## src/rtl/lcd_frame_ctrl.sv

```systemverilog
// HD44780-style 16x2 LCD sequencer: power-on init, then full-frame redraws of 32
// formatter characters on request, with all bus timing counted in clk cycles.
module lcd_frame_ctrl #(
    parameter int PWR_CYC   = 750000,
    parameter int SETUP_CYC = 3,
    parameter int E_CYC     = 12,
    parameter int CMD_CYC   = 2500,
    parameter int CLR_CYC   = 100000
) (
    input  logic       clk,
    input  logic       rst,
    input  logic       refresh,
    input  logic [7:0] char_in,
    output logic [4:0] index,
    output logic       lcd_e,
    output logic       lcd_rs,
    output logic       lcd_rw,
    output logic [7:0] lcd_data,
    output logic       busy,
    output logic       frame_done
);
    localparam logic [19:0] PWR_M1   = 20'(PWR_CYC - 1);
    localparam logic [19:0] SETUP_M1 = 20'(SETUP_CYC - 1);
    localparam logic [19:0] E_M1     = 20'(E_CYC - 1);
    localparam logic [19:0] CMD_M1   = 20'(CMD_CYC - 1);
    localparam logic [19:0] CLR_M1   = 20'(CLR_CYC - 1);

    typedef enum logic [2:0] {
        S_PWR, S_INIT, S_IDLE, S_ADDR1, S_FETCH, S_DATA, S_ADDR2, S_DONE
    } state_t;
    typedef enum logic [1:0] {PH_SETUP, PH_PULSE, PH_HOLD} phase_t;

    state_t      state_q, state_d;
    phase_t      phase_q, phase_d;
    logic [19:0] cnt_q, cnt_d;
    logic [2:0]  step_q, step_d;
    logic        fetch_q, fetch_d;
    logic        pend_q, pend_d;
    logic [4:0]  index_q, index_d;
    logic        e_q, e_d;
    logic        rs_q, rs_d;
    logic [7:0]  data_q, data_d;
    logic        done_q, done_d;
    logic [19:0] hold_m1;

    function automatic logic [7:0] init_cmd(input logic [2:0] step);
        case (step)
            3'd0, 3'd1: init_cmd = 8'h38;
            3'd2:       init_cmd = 8'h0C;
            3'd3:       init_cmd = 8'h06;
            default:    init_cmd = 8'h01;
        endcase
    endfunction

    // Only the clear command needs the long post-pulse wait.
    assign hold_m1 = (!rs_q && data_q == 8'h01) ? CLR_M1 : CMD_M1;

    always_comb begin
        state_d = state_q;
        phase_d = phase_q;
        cnt_d   = cnt_q;
        step_d  = step_q;
        fetch_d = fetch_q;
        pend_d  = pend_q;
        index_d = index_q;
        e_d     = e_q;
        rs_d    = rs_q;
        data_d  = data_q;
        done_d  = 1'b0;
        case (state_q)
            S_PWR: begin
                cnt_d = cnt_q + 20'd1;
                if (cnt_q == PWR_M1) begin
                    state_d = S_INIT;
                    step_d  = 3'd0;
                    cnt_d   = '0;
                    phase_d = PH_SETUP;
                    rs_d    = 1'b0;
                    data_d  = init_cmd(3'd0);
                end
            end
            S_IDLE: begin
                if (pend_q) begin
                    state_d = S_ADDR1;
                    pend_d  = 1'b0;
                    cnt_d   = '0;
                    phase_d = PH_SETUP;
                    rs_d    = 1'b0;
                    data_d  = 8'h80;
                end
            end
            S_FETCH: begin
                // Cycle 0 presents index; formatter answers during cycle 1.
                if (!fetch_q) begin
                    fetch_d = 1'b1;
                end else begin
                    fetch_d = 1'b0;
                    state_d = S_DATA;
                    cnt_d   = '0;
                    phase_d = PH_SETUP;
                    rs_d    = 1'b1;
                    data_d  = char_in;
                end
            end
            S_DONE: begin
                state_d = S_IDLE;
                index_d = 5'd0;
                done_d  = 1'b1;
            end
            default: begin
                case (phase_q)
                    PH_SETUP: begin
                        cnt_d = cnt_q + 20'd1;
                        if (cnt_q == SETUP_M1) begin
                            phase_d = PH_PULSE;
                            e_d     = 1'b1;
                            cnt_d   = '0;
                        end
                    end
                    PH_PULSE: begin
                        cnt_d = cnt_q + 20'd1;
                        if (cnt_q == E_M1) begin
                            phase_d = PH_HOLD;
                            e_d     = 1'b0;
                            cnt_d   = '0;
                        end
                    end
                    PH_HOLD: begin
                        cnt_d = cnt_q + 20'd1;
                        if (cnt_q == hold_m1) begin
                            cnt_d   = '0;
                            phase_d = PH_SETUP;
                            case (state_q)
                                S_INIT: begin
                                    if (step_q == 3'd4) begin
                                        state_d = S_IDLE;
                                    end else begin
                                        step_d = step_q + 3'd1;
                                        data_d = init_cmd(step_q + 3'd1);
                                    end
                                end
                                S_ADDR1: begin
                                    state_d = S_FETCH;
                                    index_d = 5'd0;
                                    fetch_d = 1'b0;
                                end
                                S_ADDR2: begin
                                    state_d = S_FETCH;
                                    index_d = 5'd16;
                                    fetch_d = 1'b0;
                                end
                                S_DATA: begin
                                    if (index_q == 5'd15) begin
                                        state_d = S_ADDR2;
                                        rs_d    = 1'b0;
                                        data_d  = 8'hC0;
                                    end else if (index_q == 5'd31) begin
                                        state_d = S_DONE;
                                    end else begin
                                        state_d = S_FETCH;
                                        index_d = index_q + 5'd1;
                                        fetch_d = 1'b0;
                                    end
                                end
                                default: state_d = S_IDLE;
                            endcase
                        end
                    end
                    default: phase_d = PH_SETUP;
                endcase
            end
        endcase
        if (refresh) pend_d = 1'b1;
    end

    always_ff @(posedge clk) begin
        if (rst) begin
            state_q <= S_PWR;
            phase_q <= PH_SETUP;
            cnt_q   <= '0;
            step_q  <= '0;
            fetch_q <= 1'b0;
            pend_q  <= 1'b1;
            index_q <= '0;
            e_q     <= 1'b0;
            rs_q    <= 1'b0;
            data_q  <= 8'h00;
            done_q  <= 1'b0;
        end else begin
            state_q <= state_d;
            phase_q <= phase_d;
            cnt_q   <= cnt_d;
            step_q  <= step_d;
            fetch_q <= fetch_d;
            pend_q  <= pend_d;
            index_q <= index_d;
            e_q     <= e_d;
            rs_q    <= rs_d;
            data_q  <= data_d;
            done_q  <= done_d;
        end
    end

    assign index      = index_q;
    assign lcd_e      = e_q;
    assign lcd_rs     = rs_q;
    assign lcd_rw     = 1'b0;
    assign lcd_data   = data_q;
    assign busy       = (state_q != S_IDLE);
    assign frame_done = done_q;
endmodule
```

## config.mk

```make
export PLATFORM = sky130hd
export DESIGN_NAME = lcd_frame_ctrl
export DESIGN_NICKNAME = d
export VERILOG_FILES = /design/src/rtl/lcd_frame_ctrl.sv
export SDC_FILE = /design/constraint.sdc
export NUM_CORES = 1
export LEC_CHECK = 0
export CORE_MARGIN = 5
export CORE_UTILIZATION = 55
export DETAILED_ROUTE_END_ITERATION = 8
export PLACE_DENSITY = 0.77
export SYNTH_ARGS = -nofsm -noshare
export SYNTH_HDL_FRONTEND = slang
export SYNTH_SLANG_ARGS = --single-unit
```

## constraint.sdc

```tcl
create_clock -name clk -period 3 [get_ports clk]
set_input_delay 0.75 -clock clk [delete_from_list [all_inputs] [get_ports clk]]
set_output_delay 0.75 -clock clk [all_outputs]
set_load 0.03 [all_outputs]
```

==> summary.txt, run 1 <==
Outcome
  – Status: completed

Clock network
  – CTS sink count: between 40 and 50
  – CTS root buffer: clkbuf_8
  – CTS clk-pin slew, worst paths: roughly 100 ps
  – Post-CTS sizing: 0
  – Post-CTS Hold Fix Bufs: 0
  – Longest Clk Path Bufs: 2
  – CTS HTree Levels: 2
  – CTS tree: yes
  – Worst skew pair latency: approximately 310 ps
  – CTS Buf Count: 5
  – Post-CTS setup buffer count: 0

Timing
  – Worst-Margin Slew: roughly 570 ps
  – Fin. max-slew vios: 0
  – Final critical-path required period: around 2500 ps
  – Max transition margin: 0.617
  – Setup TNS: 0 ps
  – RSZ-0062 raised after global routing: false
  – Setup ws final: around 470 ps
  – Fmax: about 400 MHz
  – Hold Vio Cnt, Final: 0
  – Clk_skew: roughly 10 ps
  – Part of the cycle the worst path needs: 0.843
  – Final setup vio count: 0

Layout
  – Fin nets: around 440
  – Fillers: 488
  – Multi-input combinational cell area: between 2000 and 2500 sq um
  – FF/Latch Area: 921 sq um
  – Area grow syn2layout: 13.9%
  – Design area: ~3600 sq um
  – Layout Utilization: 0.646
  – Antenna Cells: 0
  – Fraction of layout cells with a size suffix above 1: 0.0938
  – Commonest non-fill, non-tap cell in the layout: dfxtp_1
  – Most frequent cells in the layout: dfxtp_1 (46), nand2_1 (40), nor2_1 (35)

Synth
  – Synth unique cells: 71
  – Syn. warnings: 0
  – Mapped Area: about 3100 sq um
  – Synth top area share: 0.295
  – Syn Inst Count: between 300 and 400
  – EDFF count, synth: 0
  – Sequential cell area fraction in the yosys report: 0.295
  – Synthesized area per cell: between 7 and 8 sq um
  – Most area-consuming cells after synthesis: dfxtp_1 (29%), ha_1 (6.0%), nand2_1 (4.8%), nand3_1 (4.8%), nor2_1 (4.2%)
  – Top FF cell, synth: dfxtp_1
  – Synth async-reset ratio: 0
  – Post-Syn Nets: ~420
  – Cell taking the most area after synthesis: dfxtp_1
  – #FFs+latches synth: 46

Power
  – Total design power: 1.42 mW
  – Lkg Pwr: 1.22 nW
  – Maximum vdd drop: 0.000236 V
  – PD cells: between 400 and 500 nW/um^2

Min path
  – Min-delay src: lcd_data[2]$_SDFFE_PP0P_
  – Hold path cells: 2
  – Hold Path Sink: lcd_data[2]$_SDFFE_PP0P_
  – Hold Crit Class: reg -> reg

Critical path
  – Worst setup SP type: register
  – CP endpoint kind: register
  – Crit Path Class: reg -> reg
  – WP data arrival: 2780 ps
  – R2r setup slk: between 400 and 500 ps
  – Worst R2R End: lcd_data[6]$_SDFFE_PP0P_
  – Worst EP required: around 3300 ps
  – R2R cell count: 8
  – Critical Path Fanout Max: 13
  – Crit path from: cnt_q[1]$_SDFFE_PP0P_
  – Worst r2r src: cnt_q[1]$_SDFFE_PP0P_

Global routing
  – First-pass GRT wire length: ~13,000 microns
  – GRT Total Usage: 0.219
  – Largest net degree at the start of global routing: 29
  – GR Overflow Total: 0
  – Vias in the first global route: 2,848
  – Initial antenna violation count: 0

Placed design
  – Detail Placement HPWL: 5640 microns
  – GPL Wtd Cong: 0.932
  – Dpl ws: around 500 ps
  – DP Area: 3420 sq um
  – Buffers on Ports: 27

Floorplan
  – Die Area: about 7300 sq um
  – Die Ht: about 85 microns
  – Die width: around 85 microns
  – Total core area: around 5500 sq um
  – Starting Density: 0.568
  – IO Count: 29
  – Num rows: 27

Drt
  – Residual DRC count: 0
  – Pre-antenna DRT Iters: 4
  – Iter 0 DRT Violations: 190
  – Vias per cell: just over 6
  – WL final: approximately 7700 microns
  – Final ANT Viol Nets: 0
  – Routed WL per cell: between 15 and 20 microns
  – Via Count: 2,988

Job
  – Max_cap viols: 0
[cell families after synthesis]
logic type,synth area share
AND/OR/NAND/NOR,0.316
AO/OA/AOI/OAI,0.221
flip-flops,0.295
buffers and inverters,0.0604
adder cells (fa/ha/maj),0.0600
XOR/XNOR,0.0224
multiplexers,0.0236
other,0.00120
[state kept, by name, indices dropped and copies added, names as in the netlist, 2 cells and up]
name,cells
step_q,3
phase_q,2
state_q,3
lcd_data,8
index,5
cnt_q,20
[cells in the mapped netlist (3+ instances only)]
cell / instances
dfxtp_1: 46
nand2_1: 40
nor2_1: 35
nand3_1: 30
o21ai_0: 26
a21oi_1: 17
nor3_1: 17
ha_1: 15
a31oi_1: 13
inv_1: 13
clkbuf_1: 9
buf_2: 8
nor4_1: 7
and2_1: 6
a211oi_1: 5
a21o_1: 5
and3_1: 5
nand4_1: 5
or3_1: 5
xnor2_1: 5
mux2i_1: 4
nand3b_1: 4
a22oi_1: 3
buf_4: 3
buf_6: 3
nand4b_1: 3
nor3b_1: 3
o21a_1: 3
or4b_1: 3
xor2_1: 3
[per-stage QoR]
stage / instances / hold WS (ps)
after floorplan: 395 / 460
after global placement: 480 / 459
after detailed placement: 480 / 467
after CTS: 488 / 481
after global routing: 488 / 499
final: 488 / 478
[final cells by class]
class	instances	share of cell area
multi-input combinational	312	0.566
sequential	46	0.259
clock inverter	3	0.0193
tap	72	0.0253
clock buffer	5	0.0193
inverter	13	0.0137
timing repair buffer	37	0.0970
[critical path, cell delays in order, from the launching register on]
cell and delay, ps:
dfxtp_1 390, ha_1 260, nand3_1 160, and4bb_1 310
a31oi_2 190, a211oi_4 430, o2111ai_4 310, or2_0 290
a21oi_1 130
[worst max-delay path by stage]
stage	endpoint	slack [ps]
CTS	lcd_data[6]$_SDFFE_PP0P_	490
detailed placement	lcd_data[6]$_SDFFE_PP0P_	510
floorplan	phase_q[0]$_SDFFE_PP0P_	770
global route	lcd_data[6]$_SDFFE_PP0P_	210
finish	lcd_data[6]$_SDFFE_PP0P_	470
global placement	lcd_data[6]$_SDFFE_PP0P_	590
[layer usage]
metal / up-vias / GRT usage / part of all wire
li1: 1484 / - / -
met1: 1388 / 0.281 / 0.43
met2: 96 / 0.364 / 0.48
met3: 20 / 0.0340 / 0.061
met4: 0 / 0.0878 / 0.024
met5: - / 0 / 0
[where the power goes]
part | internal [mW] | switching, mW
Combinational | 0.0880 | 0.131
Sequential | 0.625 | 0.0148
Clock | 0.334 | 0.231
Total | 1.05 | 0.377
(Power assumes the default switching activity.)
==> run 2: changes to the inputs <==
- CORE_UTILIZATION: 55 -> 52
- PLACE_DENSITY: 0.77 -> 0.76
- clock period: 3 -> 2.3 ns (I/O delays scaled with it)
==> summary.txt, run 2 (synthesis gave the netlist of run 1 again) <==
Timing
  – Final setup vio count: 0 (unchanged)
  – Max transition margin: 0.653 (was 0.617)
  – Final critical-path required period: 2220 ps (was 2530 ps)
  – Clk_skew: 12.4 ps (was 9.99 ps)
  – Worst-Margin Slew: 516 ps (was 568 ps)
  – Fmax: 451 MHz (was 396 MHz)
  – Setup ws final: 81.4 ps (was 472 ps)
  – Setup TNS: 0 ps (unchanged)
  – Fin Hold WS: 483 ps (was 478 ps)
  – Part of the cycle the worst path needs: 0.965 (was 0.843)
  – Hold Vio Cnt, Final: 0 (unchanged)
  – Fin. max-slew vios: 0 (unchanged)

Power
  – Net Switching: 0.509 mW (was 0.377 mW)
  – Internal: 1.30 mW (was 1.05 mW)
  – Clock network fraction of total power: 0.340 (was 0.397)
  – Logic pwr share: 0.192 (was 0.154)
  – Maximum vdd drop: 0.000359 V (was 0.000236 V)
  – Total design power: 1.81 mW (was 1.42 mW)
  – PD cells: 459 nW/um^2 (was 400 nW/um^2)
  – Flop pwr share: 0.468 (was 0.449)
  – Sw Ratio: 0.282 (was 0.265)
  – Lkg Pwr: 1.38 nW (was 1.22 nW)

Drt
  – Via Count: 3,147 (was 2,988)
  – Iter 0 DRT Violations: 196 (was 190)
  – WL final: 8430 microns (was 7740 microns)
  – Final ANT Viol Nets: 0 (unchanged)
  – Routed WL per cell: 16.3 microns (was 15.9 microns)
  – Vias per cell: 6.08 (was 6.12)
  – Pre-antenna DRT Iters: 5 (was 4)
  – Residual DRC count: 0 (unchanged)

Global routing
  – GR Overflow Total: 0 (unchanged)
  – GRT Total Usage: 0.219 (about the same)
  – Initial antenna violation count: 0 (unchanged)
  – First-pass GRT wire length: 13,600 microns (was 13,200 microns)
  – Vias in the first global route: 2,917 (was 2,848)
  – Largest net degree at the start of global routing: 25 (was 29)

Layout
  – Commonest non-fill, non-tap cell in the layout: nand2_1 (was dfxtp_1)
  – Max reg flops: 20 (unchanged)
  – Multi-input combinational cell area: 2190 sq um (was 2020 sq um)
  – Fin nets: 468 (was 441)
  – Fillers: 486 (was 488)
  – Most frequent cells in the layout: nand2_1 (39), nor2_1 (34), buf_4 (34) (was dfxtp_1 (46), nand2_1 (40), nor2_1 (35))
  – FF/Latch Area: 940 sq um (was 921 sq um)
  – Largest register by flop count: cnt_q (unchanged)
  – Fraction of layout cells with a size suffix above 1: 0.214 (was 0.0938)
  – Layout Utilization: 0.669 (was 0.646)
  – Area grow syn2layout: 25.9% (was 13.9%)
  – Antenna Cells: 0 (unchanged)

Clock network
  – Longest Clk Path Bufs: 2 (unchanged)
  – CTS sink count: 46 (unchanged)
  – CTS tree: yes (unchanged)
  – Worst skew pair latency: 310 ps (about the same)
  – Post-CTS Hold Fix Bufs: 0 (unchanged)
  – CTS root buffer: clkbuf_8 (unchanged)
  – CTS HTree Levels: 2 (unchanged)
  – CTS Buf Count: 5 (unchanged)
  – CTS clk-pin slew, worst paths: 90 ps (was 100 ps)

Critical path
  – Worst setup SP type: register (unchanged)
  – Crit Path Class: reg -> reg (unchanged)
  – Worst EP required: 2550 ps (was 3250 ps)
  – WP data arrival: 2470 ps (was 2780 ps)
  – CP endpoint kind: register (unchanged)
  – Critical Path Fanout Max: 7 (was 13)

Floorplan
  – Starting Density: 0.531 (was 0.568)
  – Die Ht: 87.5 microns (was 85.4 microns)
  – Num rows: 28 (was 27)
  – Total core area: 5890 sq um (was 5510 sq um)
  – Die width: 87.5 microns (was 85.4 microns)
  – Die Area: 7660 sq um (was 7290 sq um)
  – IO Count: 29 (unchanged)

Placed design
  – Detail Placement HPWL: 6060 microns (was 5640 microns)
  – Dpl ws: -49.6 ps (was 508 ps)
  – GPL Wtd Cong: 0.959 (was 0.932)
  – Buffers on Ports: 27 (unchanged)

Job
  – Max_cap viols: 0 (unchanged)

Min path
  – Hold Crit Class: reg -> reg (unchanged)

Outcome
  – Status: completed (unchanged)
[run 2: critical path, stage by stage (launching register included)]
cell	delay (ps)
dfxtp_2	370
nand2b_1	140
or4_4	550
mux2i_4	230
buf_6	160
nand3_4	90
o2bb2ai_4	160
or3_4	340
a21oi_2	130
[run 2: timing repair]
item | in CTS | in global routing
gates resized for setup | 2 | 45
gates cloned | 0 | 1
setup buffers | 0 | 3
pin swaps | 0 | 10
setup endpoints to repair | 4 | 36
hold endpoints to repair | 0 | 0
[run 2: routing by layer]
layer / part of all wire / vias to the layer above / track usage
met5: 0 / - / 0
li1: - / 1539 / -
met3: 0.060 / 11 / 0.0378
met2: 0.48 / 103 / 0.378
met4: 0.010 / 0 / 0.0502
met1: 0.44 / 1494 / 0.284
[run 2: area by class of cell]
class,count,area share
clock buffer,7,0.0194
clock inverter,1,0.00763
inverter,13,0.0124
multi-input combinational,313,0.556
sequential,46,0.239
tap,75,0.0238
timing repair buffer,63,0.142
[run 2: path summary, 6_finish.rpt]
check	startpoint	end	slack, ps	cells past startpoint
setup / recovery	cnt_q[8]$_SDFFE_PP0P_	state_q[2]$_SDFFE_PP0P_	80	8
hold / removal	lcd_data[6]$_SDFFE_PP0P_	lcd_data[6]$_SDFFE_PP0P_	480	2
setup reg to reg	cnt_q[8]$_SDFFE_PP0P_	state_q[2]$_SDFFE_PP0P_	80	8
hold reg to reg	lcd_data[6]$_SDFFE_PP0P_	lcd_data[6]$_SDFFE_PP0P_	480	2
[run 2: power groups by stage]
stage                     sequential (mW)  clock [mW]  combinational (mW)
after floorplan                     0.868           0               0.194
after CTS                           0.837       0.623               0.311
after global placement              0.854           0               0.306
after global routing                0.849       0.664               0.375
final                               0.845       0.615               0.346
after detailed placement            0.856           0               0.310
[run 2: per-stage QoR]
stage                     instances  area, sq um
after floorplan                 395         3130
after global placement          506         3610
after detailed placement        506         3610
after CTS                       514         3720
after global routing            518         3940
final                           518         3940
==> run 3: changes to the inputs <==
- CELL_PAD_IN_SITES_DETAIL_PLACEMENT: not set -> 0
- CELL_PAD_IN_SITES_GLOBAL_PLACEMENT: not set -> 2
- CORE_UTILIZATION: 52 -> 31
- PLACE_DENSITY: 0.76 -> not set
- PLACE_DENSITY_LB_ADDON: not set -> 0.1
==> summary.txt, run 3 (synthesis gave the netlist of run 1 again) <==
Outcome
  – Status: completed (unchanged)

Clock network
  – Worst skew pair latency: 300 ps (was 310 ps)
  – CTS HTree Levels: 2 (unchanged)
  – CTS clk-pin slew, worst paths: 100 ps (was 90 ps)
  – CTS root buffer: clkbuf_8 (unchanged)
  – Longest Clk Path Bufs: 2 (unchanged)
  – CTS tree: yes (unchanged)
  – CTS sink count: 46 (unchanged)
  – CTS Buf Count: 5 (unchanged)

Critical path
  – Worst EP required: 2530 ps (was 2550 ps)
  – Worst setup SP type: register (unchanged)
  – Crit path from: cnt_q[2]$_SDFFE_PP0P_ (was cnt_q[8]$_SDFFE_PP0P_)
  – Critical Path Fanout Max: 5 (was 7)
  – CP endpoint kind: register (unchanged)
  – WP data arrival: 2460 ps (was 2470 ps)
  – Crit Path Class: reg -> reg (unchanged)
  – Worst r2r src: cnt_q[2]$_SDFFE_PP0P_ (was cnt_q[8]$_SDFFE_PP0P_)

Drt
  – Vias per cell: 5.21 (was 6.08)
  – WL final: 9780 microns (was 8430 microns)
  – Iter 0 DRT Violations: 156 (was 196)
  – Via Count: 3,110 (was 3,147)
  – Pre-antenna DRT Iters: 6 (was 5)
  – Residual DRC count: 0 (unchanged)
  – Routed WL per cell: 16.4 microns (was 16.3 microns)
  – Final ANT Viol Nets: 0 (unchanged)

Timing
  – Fin Hold WS: 480 ps (was 483 ps)
  – Fmax: 448 MHz (was 451 MHz)
  – Final setup vio count: 0 (unchanged)
  – RSZ-0062 raised after global routing: true
  – Max transition margin: 0.649 (was 0.653)
  – Fin. max-slew vios: 0 (unchanged)
  – Worst-Margin Slew: 523 ps (was 516 ps)
  – Part of the cycle the worst path needs: 0.970 (was 0.965)
  – Final critical-path required period: 2230 ps (was 2220 ps)
  – Hold Vio Cnt, Final: 0 (unchanged)
  – Clk_skew: 9.35 ps (was 12.4 ps)
  – Setup TNS: 0 ps (unchanged)

Floorplan
  – Die Ht: 110 microns (was 87.5 microns)
  – Starting Density: 0.318 (was 0.531)
  – Num rows: 36 (was 28)
  – Die Area: 12,200 sq um (was 7660 sq um)
  – IO Count: 29 (unchanged)
  – Die width: 110 microns (was 87.5 microns)
  – Total core area: 9820 sq um (was 5890 sq um)

Layout
  – Area grow syn2layout: 35.5% (was 25.9%)
  – Layout Utilization: 0.431 (was 0.669)
  – Commonest non-fill, non-tap cell in the layout: buf_4 (was nand2_1)
  – Max reg flops: 20 (unchanged)
  – Antenna Cells: 0 (unchanged)
  – Largest register by flop count: cnt_q (unchanged)
  – Most frequent cells in the layout: buf_4 (52), nand2_1 (39), nor2_1 (34) (was nand2_1 (39), nor2_1 (34), buf_4 (34))
  – Fraction of layout cells with a size suffix above 1: 0.269 (was 0.214)
  – Fin nets: 489 (was 468)

Power
  – Lkg Pwr: 1.50 nW (was 1.38 nW)
  – Maximum vdd drop: 0.000270 V (was 0.000359 V)
  – PD cells: 424 nW/um^2 (was 459 nW/um^2)

Min path
  – Min-delay src: lcd_data[7]$_SDFFE_PP0P_ (was lcd_data[6]$_SDFFE_PP0P_)
  – Hold Crit Class: reg -> reg (unchanged)

Job
  – Max_cap viols: 0 (unchanged)

Global routing
  – Initial antenna violation count: 0 (unchanged)
  – First-pass GRT wire length: 16,100 microns (was 13,600 microns)
  – Largest net degree at the start of global routing: 31 (was 25)
  – GR Overflow Total: 0 (unchanged)
  – Vias in the first global route: 3,127 (was 2,917)
  – GRT Total Usage: 0.157 (was 0.219)

Placed design
  – GPL Wtd Cong: 0.795 (was 0.959)
  – Detail Placement HPWL: 7250 microns (was 6060 microns)
  – Buffers on Ports: 27 (unchanged)
-- run 3: timing repair --
action                                  CTS  global route
buffers inserted                          1             4
endpoints found under the setup margin   10            39
gates resized for setup                   3            58
pin swaps                                 1            19
hold buffers                              0             0
-- run 3: final cells by class --
cell class	instances	area [sq um]
Clock buffer	6	82.6
Clock inverter	2	12.5
Fill cell	1040	5590
Inverter	13	48.8
Multi-Input combinational cell	312	2210
Sequential cell	46	951
Tap cell	133	166
Timing Repair Buffer	85	759
-- run 3: metal layers --
metal	up-vias	routed length (microns)	GRT usage
met2	39	5010	0.283
met4	0	51	0.0271
met1	1495	4490	0.198
met5	-	0	0
li1	1572	-	-
met3	4	233	0.0263
-- run 3: worst paths after layout --
path | to | slack [ps] | cells after the start
worst max-delay path | cnt_q[19]$_SDFFE_PP0P_ | 70 | 7
worst min-delay path | lcd_data[7]$_SDFFE_PP0P_ | 480 | 2
worst max register to register | cnt_q[19]$_SDFFE_PP0P_ | 70 | 7
worst min register to register | lcd_data[7]$_SDFFE_PP0P_ | 480 | 2
-- run 3: worst max-delay path, cell delays in order, from the launching register on --
cell and delay (ps):
dfxtp_4 420, nand3_4 100, or3_4 390, nor3_4 230, and4_4 260, nand3_2 80, or4b_4 510, a31oi_1 160
-- run 3: report_power, final --
| part | internal (mW) | total, mW | switching [mW] |
|---|---|---|---|
| Clock | 0.243 | 0.557 | 0.314 |
| Sequential | 0.815 | 0.839 | 0.0239 |
| Combinational | 0.189 | 0.398 | 0.209 |
-- run 3: per-stage QoR --
step,setup WS (ps),power [mW],instances,instance area [sq um]
after floorplan,66.6,1.06,395,3130
after global placement,-42.5,1.21,584,3860
after detailed placement,-117,1.22,584,3860
after CTS,-1.83,1.78,593,3980
after global routing,-63.1,1.88,597,4230
final,68.3,1.79,597,4230
